File: config.mk
export PLATFORM = sky130hd
export DESIGN_NAME = booth_controller
export DESIGN_NICKNAME = d
export VERILOG_FILES = /design/src/rtl/booth_controller.sv
export SDC_FILE = /design/constraint.sdc
export NUM_CORES = 1
export LEC_CHECK = 0
export ABC_CLOCK_PERIOD_IN_PS = 2200
export BUFFER_PORTS_ARGS = -buffer_cell sky130_fd_sc_hd__buf_2
export CORE_AREA = 2 2 39 41
export CTS_CLUSTER_DIAMETER = 150
export CTS_CLUSTER_SIZE = 12
export DETAILED_ROUTE_END_ITERATION = 10
export DIE_AREA = 0 0 41 43
export REMOVE_ABC_BUFFERS = 1
export SKIP_LAST_GASP = 1
export SYNTH_ARGS = -nofsm -noshare
export SYNTH_HDL_FRONTEND = slang
export SYNTH_SLANG_ARGS = --single-unit
export TNS_END_PERCENT = 20
File: constraint.sdc
create_clock -name clk -period 2.2 [get_ports clk]
set_input_delay 0.33 -clock clk [delete_from_list [all_inputs] [get_ports clk]]
set_output_delay 0.33 -clock clk [all_outputs]
set_load 0.03 [all_outputs]
File: src/rtl/booth_controller.sv
// Control FSM for a 5x5 radix-2 Booth multiplier: sequences Y/X loads and five add/shift iterations.
// Fixed 13-edge latency from start to done; start is ignored while busy. BOOTH_START_EDGE_EN selects edge-triggered start.
module booth_controller (
    input  logic clk,
    input  logic rst_n,
    input  logic start,
    input  logic x0,
    input  logic x1,
    output logic ldY,
    output logic clrE,
    output logic ldE,
    output logic clrA,
    output logic ldA,
    output logic shA,
    output logic ldX,
    output logic shX,
    output logic sel,
    output logic busy,
    output logic done
);

    typedef enum logic [2:0] {
        S_IDLE,
        S_INIT,
        S_LOADX,
        S_ADD,
        S_SHIFT,
        S_DONE
    } state_t;

    state_t     r_state;
    state_t     w_next;
    logic [2:0] r_cnt;
    logic [2:0] w_cnt_next;
    logic       w_trigger;

`ifdef BOOTH_START_EDGE_EN
    logic r_start_d;

    always_ff @(posedge clk or negedge rst_n) begin
        if (!rst_n) begin
            r_start_d <= 1'b0;
        end else begin
            r_start_d <= start;
        end
    end

    assign w_trigger = start & ~r_start_d;
`else
    assign w_trigger = start;
`endif

    always_ff @(posedge clk or negedge rst_n) begin
        if (!rst_n) begin
            r_state <= S_IDLE;
            r_cnt   <= 3'd0;
        end else begin
            r_state <= w_next;
            r_cnt   <= w_cnt_next;
        end
    end

    always_comb begin
        w_next     = r_state;
        w_cnt_next = r_cnt;
        ldY        = 1'b0;
        clrE       = 1'b0;
        ldE        = 1'b0;
        clrA       = 1'b0;
        ldA        = 1'b0;
        shA        = 1'b0;
        ldX        = 1'b0;
        shX        = 1'b0;
        sel        = 1'b0;
        busy       = (r_state != S_IDLE);
        done       = 1'b0;
        case (r_state)
            S_IDLE: begin
                if (w_trigger) begin
                    w_next = S_INIT;
                end
            end
            S_INIT: begin
                clrA   = 1'b1;
                clrE   = 1'b1;
                ldY    = 1'b1;
                w_next = S_LOADX;
            end
            S_LOADX: begin
                ldX        = 1'b1;
                w_cnt_next = 3'd0;
                w_next     = S_ADD;
            end
            S_ADD: begin
                // {x0,x1}: 10 starts a run of ones (subtract), 01 ends one (add)
                case ({x0, x1})
                    2'b10: begin
                        ldA = 1'b1;
                        sel = 1'b1;
                    end
                    2'b01: begin
                        ldA = 1'b1;
                    end
                    default: begin
                        ldA = 1'b0;
                    end
                endcase
                w_next = S_SHIFT;
            end
            S_SHIFT: begin
                ldE        = 1'b1;
                shA        = 1'b1;
                shX        = 1'b1;
                w_cnt_next = r_cnt + 3'd1;
                w_next     = (r_cnt == 3'd4) ? S_DONE : S_ADD;
            end
            S_DONE: begin
                done   = 1'b1;
                w_next = S_IDLE;
            end
            default: begin
                w_next = S_IDLE;
            end
        endcase
    end

endmodule

# Word level (Yosys, flattened, before mapping)
# Index checks and enable logic that the tools add are counted.
# Widths: inputs -> output; s select.
[totals]
in_bits = 5
elab_cells = 28
regBits = 6
output_inout_bits = 11
[op_classes]
n_eq_ne = 9
mux = 12
reduce_logical = 4
n_addsub = 1
[ops]
columns = ["cell", "count"]
rows = [
  ["$pmux 3 s5", 1],
  ["$eq 3x3->1 const B", 3],
  ["$mux 1", 8],
  ["$eq 3x2->1 const B", 2],
  ["$mux 3", 2],
  ["$pmux 3 s2", 1],
  ["$add 3x1->3 const B", 1],
  ["$eq 3x1->1 const B", 1],
  ["$logic_not 3->1", 1],
  ["$reduce_bool 3->1", 1],
  ["$eq 2x1->1 const B", 1],
  ["$eq 2x2->1 const B", 1],
  ["$ne 2x2->1 const B", 1],
  ["$reduce_bool 2->1", 1],
  ["$reduce_or 2->1", 1],
]

# Depth between registers and ports, before layout
# Gate-level depths: netlist of run 1.
[depth]
word_depth = 4
mapped_depth = 4
ltp_nobuf = 4

# Worst setup path after synthesis of run 1
# OpenSTA, ideal clock, no wires.
[synth_path]
path_type = "register to output"
start = "register r_state[0]"
end = "output port clrE"
required_ns = 1.870
stages_incl_launch_ff = 5
path_buffers = 2
arrival_time_ns = 1.660
slack_ns = 0.210
path_cell_list = "dfrtp_1 > buf_6 > inv_1 > nor3_1 > buf_4"
[synth_between]
elab_chain_cells = 2
[synth_rtl]
columns = ["item", "line", "source"]
rows = [
  ["start, declared", "31", "state_t r_state;"],
  ["start signal, assigned", "58", "r_state <= w_next;"],
  ["$eq 3x1->1", "-", ""],
  ["$mux 1", "-", ""],
  ["end, declared", "10", "output logic clrE,"],
]
# Every way passes these cells.

# Worst setup path after layout of run 1
[layout_path]
start = "register r_state[1]"
end = "output port ldA"
[layout_between]
elab_chain_cells = 2
[layout_rtl]
columns = ["item", "line", "source"]
rows = [
  ["$eq 3x2->1", "77", "case (r_state)"],
  ["$mux 1", "77", ""],
  ["end, declared", "13", "output logic ldA,"],
]
# Every way passes these cells.

==> impl_metrics.ini, run 1 <==
[route]
routed_wl_um = 850
via_count = 379
drcViolationCount = 0
first_iter_violations = 4
drt-wirelength-per-cell_um = 10.9
antenna_left = 0
routed_via_density = 4.86
dr.pass1.iters = 3

[clock_tree]
post_cts_resize_count = 0
cts-root-buf = clkbuf_4
cts.sinks = 6
postCtsSetupBuffers = 0
cts_tree = done
htreeDepth = 1
cts_buffer_depth = 2
hold_buffers = 1
worst_skew_pair.late_latency_ns = 0.24
numCtsBuffers = 3
cts.reportedPaths.clkPinSlew_ns = 0.05

[sta]
rsz0062_at_grt = no
slew_viol_final = 0
fmax_mhz = 544
finalCriticalPeriod_ns = 1.84
holdWs_ns = 0.302
setup_violations = 0
worstMarginPinSlew_ns = 0.364
fin_skew_ns = 0.000508
relSlewSlack = 0.758
post-route-period-util = 0.835
tns_ns = 0
final-hold-violation-count = 0
finalWorstSetupSlack_ns = 0.362

[worst_setup_path]
arrival_ns = 1.51
crit_family = flip-flops
r2r-start = r_state[1]
rrSetupSlack_ns = 0.96
crit_buf_inv = 1
crit_path_end_kind = output port
cp-start-kind = flop
path_cells = nor2b_2 -> nor3b_1 -> buf_2
timing.rr.end = r_state[2]
crit_slowest_cell = dfrtp_1
crit_type = reg -> out
slowest_delay_ns = 0.55
rr_worst_depth = 3
crit_required_ns = 1.87
critPathMaxFanout = 12
startpoint = r_state[1]

[logic_synthesis]
synth_top_area_share = 0.331
ys_seq_area_frac = 0.331
yosysWarningCount = 0
avgSynthCellArea_um2 = 9.06
synth_cell_types = 24
syn_inst = 50
synth.area.top_cells = dfrtp_1, ha_1, buf_6
synth_area_leader_cell = dfrtp_1
netlist_area_um2 = 453
synth_seq_cells = 6

[final_layout]
layout.nets = 72
final_cells = 78
multi_input_area_um2 = 220
area_growth_pct = 14.1
regArea_um2 = 150
final_cell_mix = buf_2, dfrtp_1, inv_1
fillerInstances = 147
antenna_cells = 0
drive_above_1_share = 0.355
mostFrequentLayoutCell = buf_2

[place]
place_hpwl_um = 618
gp_congestion = 0.743
dp.cells = 74
numPortBuffers = 15
place_ws_ns = 0.636

[grt]
grt_antenna_before_repair = 0
grt_pass1_vias = 299
grt_max_degree = 13
grt_pass1_wl_um = 1250
grt_usage = 0.104
grt.overflow.total = 0

[status]
status = complete, no violations

[pwr]
ir_drop_v = 0.000438
total_power_mw = 0.779
p_leak_nw = 0.264
power_density_mw_per_mm2 = 1510

[floorplanning]
initial_core_util = 0.327
fp-row-count = 14
die_height_um = 43
die_area_mm2 = 0.00176
die_x_um = 41
ioPinCount = 16
core_mm2 = 0.00138

[min_path]
worstHoldStart = start
holdCritPathClass = in -> reg
hold_path_depth = 3
min_to = r_state[0]

[job]
maxCapViolCount = 0
[power by group]
group	leakage [nW]	total [mW]	switching, mW	internal, mW
combinational	0.173	0.423	0.269	0.153
clock	0.0138	0.107	0.0449	0.0621
sequential	0.0777	0.249	0.101	0.149
[synthesized netlist by cell type]
master and number:
buf_6 3, or3_1 1, buf_4 4, nor2_1 3
nand2_1 2, o31a_1 1, nor3b_2 1, a21o_2 1
dfrtp_1 6, nor3b_1 1, o21ai_0 3, and2_1 1
a21oi_1 4, nand2b_1 1, nor2b_1 1, inv_1 5
a32o_1 1, nor2b_2 1, a31oi_1 1, o21ai_1 2
nor4b_2 1, nor3_1 2, and3_1 1, ha_1 3
[metal layers]
metal,global-route usage,vias to the layer above,wire [µm]
met5,0,-,0
met2,0.144,16,369
met3,0.0157,0,52
li1,-,192,-
met1,0.148,171,427
met4,0.0600,0,0
[how the worst max path moves through the flow]
stage,end,slack [ns],cells past startpoint
floorplan,clrA,-0.62,2
global placement,ldA,0.63,3
detailed placement,ldA,0.64,3
CTS,ldA,0.36,3
global route,clrE,0.25,3
finish,ldA,0.36,3
[state kept, by name, summed over array words and instances (netlist names)]
register and flops:
r_cnt 3, r_state 3
[worst reg2reg max path: cells and delay by family, from the launching register on]
kind            cells  cell delay [ns]
flops               1             0.55
simple gates        2             0.28
compound gates      1             0.28
[logic make-up (layout without fill, tap and decap cells)]
kind of cell,Yosys count,after routing,synth area share
and+or+nand+nor,16,16,0.229
AOI/OAI and AO/OA,13,13,0.174
buffers and inverters,12,24,0.182
DFF,6,6,0.331
adders and majority gates,3,3,0.0829
[final cells by class]
class / instances / share of cell area
repair buffers: 16 / 0.165
well taps: 16 / 0.0387
clock buffers: 3 / 0.0436
flip-flops and latches: 6 / 0.291
inverters: 5 / 0.0363
multi-input cells: 32 / 0.426
[metrics by stage]
| step | utilization | cell area [µm²] |
|---|---|---|
| 6_report | 0.373 | 517 |
| 4_1_cts | 0.373 | 517 |
| 5_1_grt | 0.373 | 517 |
| 3_3_place_gp | 0.350 | 484 |
| 2_1_floorplan | - | 389 |
| 3_5_place_dp | 0.350 | 484 |
Note: power is estimated with default switching activity, not from simulation.
==> run 2, diff against run 1 <==
ABC_AREA = 1   (was not set)
ABC_CLOCK_PERIOD_IN_PS = 1900   (was 2200)
clock period = 1.9 ns   (was 2.2 ns; I/O delays follow)
==> impl_metrics.ini, run 2 <==
[status]
status = complete, no violations

[clock_tree]
cts_tree = done
cts.sinks = 6
htreeDepth = 1
cts_buffer_depth = 2
post_cts_resize_count = 0
cts-root-buf = clkbuf_4
postCtsSetupBuffers = 0
worst_skew_pair.late_latency_ns = 0.24
numCtsBuffers = 3
cts.reportedPaths.clkPinSlew_ns = 0.04

[place]
dp.cells = 80
place_ws_ns = 0.630
numPortBuffers = 15
place_hpwl_um = 588
placed_area_um2 = 469
gp_congestion = 0.682

[sta]
finalCriticalPeriod_ns = 1.53
rsz0062_at_grt = no
tns_ns = 0
holdWs_ns = 0.336
final-hold-violation-count = 0
slew_viol_final = 0
finalWorstSetupSlack_ns = 0.375
fmax_mhz = 656
worstMarginPinSlew_ns = 0.247
setup_violations = 0
relSlewSlack = 0.835
post-route-period-util = 0.803
fin_skew_ns = 0.00288

[pwr]
swShare = 0.538
power.switching_mw = 0.474
p_leak_nw = 0.320
total_power_mw = 0.881
ir_drop_v = 0.000656
combPwrFrac = 0.586
p_clk_frac = 0.125
intPower_mw = 0.407
power_density_mw_per_mm2 = 1750
p_seq_frac = 0.289

[logic_synthesis]
muxShareOfSynthArea = 0
synth_compound_area_frac = 0.0248
synth_simple_gate_area_frac = 0.334
synth_cell_types = 15
avgSynthCellArea_um2 = 7.63
netlist_area_um2 = 404
ys_seq_area_frac = 0.372
synth-edff-count = 0
synth.area.top_cells = dfrtp_1, nand2_1, ha_1
ys.flop_type = dfrtp_1
syn_inst = 53
synth_most_common_cell = nand2_1
yosysWarningCount = 0
synth_common_cells = nand2_1, inv_1, dfrtp_1, nand3_1, nor2_1
synth_xor_area_frac = 0
synth_seq_cells = 6
synth_area_leader_cell = dfrtp_1
synth_top_family_by_area = simple AND/OR/NAND/NOR gates
async_flop_share = 1.00
synth_top_area_share = 0.372
synthAdderAreaFrac = 0.0929

[worst_setup_path]
crit_type = reg -> out
crit_buf_inv = 2
crit_path_end_kind = output port
crit_slowest_cell = dfrtp_1
crit_required_ns = 1.62
path_cells = inv_2 -> nand3_1 -> nor2_1 -> buf_2
cp-start-kind = flop
slowest_delay_ns = 0.43
arrival_ns = 1.24
critPathMaxFanout = 6
crit_family = flip-flops

[final_layout]
fillerInstances = 158
antenna_cells = 0
final_area_um2 = 502
drive_above_1_share = 0.338
mostFrequentLayoutCell = buf_2
final_cell_mix = buf_2, nand2_1, inv_1
layout.nets = 78
final_util = 0.363
area_growth_pct = 24.1
final_cells = 84
reg_top3 = r_cnt: 3 flops, r_state: 3 flops

[min_path]
holdCritPathClass = in -> reg

[grt]
grt_max_degree = 7
grt_pass1_vias = 324
grt_antenna_before_repair = 0
grt_usage = 0.0962
grt_pass1_wl_um = 1130
grt.overflow.total = 0

[floorplanning]
fp-row-count = 14
die_height_um = 43
die_x_um = 41
initial_core_util = 0.292
die_area_mm2 = 0.00176
core_mm2 = 0.00138
ioPinCount = 16

[route]
antenna_left = 0
first_iter_violations = 2
drt-wirelength-per-cell_um = 8.23
routed_wl_um = 691
drcViolationCount = 0
dr.pass1.iters = 3
routed_via_density = 4.27
via_count = 359

[job]
maxCapViolCount = 0
[run 2: changes by cell type after synthesis, sizes merged, moves of 3 or more]
cell,change
inv,+6
nand2,+10
nor2,+3
a21oi,-3
nand3,+7
buf,-3
o21ai,-4
[run 2: path summary, 6_finish.rpt]
check	slack [ns]	endpoint	cells past startpoint	startpoint
worst max-delay path	0.37	ldA	4	r_state[2]
worst min-delay path	0.34	r_state[0]	4	start
worst max register to register	0.93	r_cnt[2]	5	r_state[1]
worst min register to register	0.53	r_cnt[0]	2	r_cnt[0]
max in group asynchronous	1.35	r_cnt[0]	2	rst_n
min in group asynchronous	0.40	r_state[0]	2	rst_n
[run 2: worst min-delay path, cell delays in order]
cell and delay [ns]:
buf_2 0.07, nand3b_1 0.09, nand2_1 0.04, inv_1 0.04
[run 2: cells by family after synthesis]
family                   count (synthesis)
AO/OA/AOI/OAI                            2
adder cells (fa/ha/maj)                  3
buffers and inverters                   15
flip-flops                               6
AND/OR/NAND/NOR                         27
[run 2: cell type report]
| cell class | count | area (µm²) | area share |
|---|---|---|---|
| clock buffer | 3 | 22.5 | 0.0449 |
| inverter | 11 | 41.3 | 0.0823 |
| multi-input combinational | 32 | 183 | 0.364 |
| sequential | 6 | 150 | 0.299 |
| tap | 16 | 20.0 | 0.0399 |
| timing repair buffer | 16 | 85.1 | 0.170 |
[run 2: repair_timing]
action | in CTS | in global routing
hold endpoints to repair | 6 | 0
hold buffers | 1 | 0
setup endpoints to repair | 0 | 0
[run 2: power groups by stage]
stage | combinational (mW) | sequential, mW | clock, mW
global placement | 0.516 | 0.257 | 0
detailed placement | 0.521 | 0.256 | 0
floorplan | 0.397 | 0.245 | 0
finish | 0.516 | 0.255 | 0.110
global route | 0.585 | 0.263 | 0.128
CTS | 0.524 | 0.255 | 0.117
[run 2: layer usage]
metal / track usage / up-vias / routed length [µm]
met5: 0 / - / 0
met4: 0.0600 / 0 / 0
met3: 0.0471 / 0 / 73
met2: 0.153 / 17 / 307
met1: 0.0924 / 153 / 310
li1: - / 189 / -
==> run 3, diff against run 2 <==
ABC_CLOCK_PERIOD_IN_PS = 1500   (was 1900)
clock period = 1.5 ns   (was 1.9 ns; I/O delays follow)
==> impl_metrics.ini, run 3 (synthesis results as in run 2) <==
[grt]
grt_usage = 0.0970
grt.overflow.total = 0
grt_max_degree = 7
grt_antenna_before_repair = 0
grt_pass1_wl_um = 1130
grt_pass1_vias = 316

[final_layout]
fillerInstances = 141
area_growth_pct = 25.7
mostFrequentLayoutCell = buf_2
final_cell_mix = buf_2, nand2_1, inv_1
final_util = 0.367
final_area_um2 = 508
final_cells = 84
antenna_cells = 0
reg_top3 = r_cnt: 3 flops, r_state: 3 flops
drive_above_1_share = 0.382
layout.nets = 78

[clock_tree]
worst_skew_pair.late_latency_ns = 0.24
cts_buffer_depth = 2
numCtsBuffers = 3
postCtsSetupBuffers = 0
htreeDepth = 1
cts.reportedPaths.clkPinSlew_ns = 0.05
cts.sinks = 6
cts-root-buf = clkbuf_4
cts_tree = done

[sta]
relSlewSlack = 0.909
post-route-period-util = 0.962
finalCriticalPeriod_ns = 1.44
fin_skew_ns = 0.00716
setup_violations = 0
holdWs_ns = 0.267
slew_viol_final = 0
rsz0062_at_grt = yes
final-hold-violation-count = 0
fmax_mhz = 693
worstMarginPinSlew_ns = 0.135

[floorplanning]
die_area_mm2 = 0.00176
ioPinCount = 16
fp-row-count = 14
die_height_um = 43
initial_core_util = 0.292
core_mm2 = 0.00138
die_x_um = 41

[route]
dr.pass1.iters = 4
drt-wirelength-per-cell_um = 8.54
drcViolationCount = 0
routed_via_density = 4.30
via_count = 361
antenna_left = 0
first_iter_violations = 7
routed_wl_um = 717

[worst_setup_path]
critPathMaxFanout = 6
crit_type = reg -> out
cp-start-kind = flop
arrival_ns = 1.22
crit_slowest_cell = dfrtp_2
path_cells = nor2_4 -> nand2_4 -> inv_2 -> buf_2
crit_path_end_kind = output port
slowest_delay_ns = 0.43
crit_required_ns = 1.27
rrSetupSlack_ns = 0.53

[place]
placed_area_um2 = 469
gp_congestion = 0.676
dp.cells = 80
place_hpwl_um = 591
numPortBuffers = 15

[status]
status = complete, no violations

[job]
maxCapViolCount = 0

[pwr]
total_power_mw = 1.13
p_leak_nw = 0.316
power_density_mw_per_mm2 = 2230
ir_drop_v = 0.000901

[min_path]
holdCritPathClass = in -> reg
[run 3: final timing paths]
kind,from,end,cells past startpoint
setup reg to reg,r_cnt[0],r_cnt[2],5
hold reg to reg,r_cnt[1],r_cnt[1],2
setup / recovery,r_state[0],shA,4
min in group asynchronous,rst_n,r_state[0],2
hold / removal,start,r_state[0],4
max in group asynchronous,rst_n,r_state[1],2
[run 3: per-layer routing]
| metal | part of all wire | vias up | global-route usage |
|---|---|---|---|
| met3 | 0.11 | 0 | 0.0471 |
| met1 | 0.45 | 150 | 0.102 |
| met2 | 0.44 | 21 | 0.147 |
| met5 | 0 | - | 0 |
| met4 | 0 | 0 | 0.0600 |
| li1 | - | 190 | - |
[run 3: repair_timing]
item                                    4_1_cts  5_1_grt
gates resized for setup                       0        4
hold endpoints to repair                      6        0
endpoints found under the setup margin        0        9
hold buffers                                  1        0
[run 3: report_power, final]
group / switching [mW] / internal [mW]
Clock: 0.0541 / 0.0902
Combinational: 0.458 / 0.197
Sequential: 0.0949 / 0.239
Total: 0.607 / 0.526
[run 3: area by class of cell]
type | count | area [µm²] | area share
Multi-Input combinational cell | 32 | 183 | 0.360
Sequential cell | 6 | 154 | 0.303
Timing Repair Buffer | 16 | 87.6 | 0.172
Inverter | 11 | 41.3 | 0.0813
Clock buffer | 3 | 22.5 | 0.0443
Tap cell | 16 | 20.0 | 0.0394
[run 3: critical path, delay by kind of cell, from the launching register on]
family	cells	cell delay, ns
AND/OR/NAND/NOR	2	0.25
buffers and inverters	2	0.29
flip-flops	1	0.43
[run 3: stage by stage]
step | worst slack (ns) | TNS, ns
2_1_floorplan | 0.0903 | 0
3_3_place_gp | 0.302 | 0
3_5_place_dp | 0.287 | 0
4_1_cts | 0.0147 | 0
5_1_grt | -0.0238 | -0.0636
6_report | 0.0569 | 0
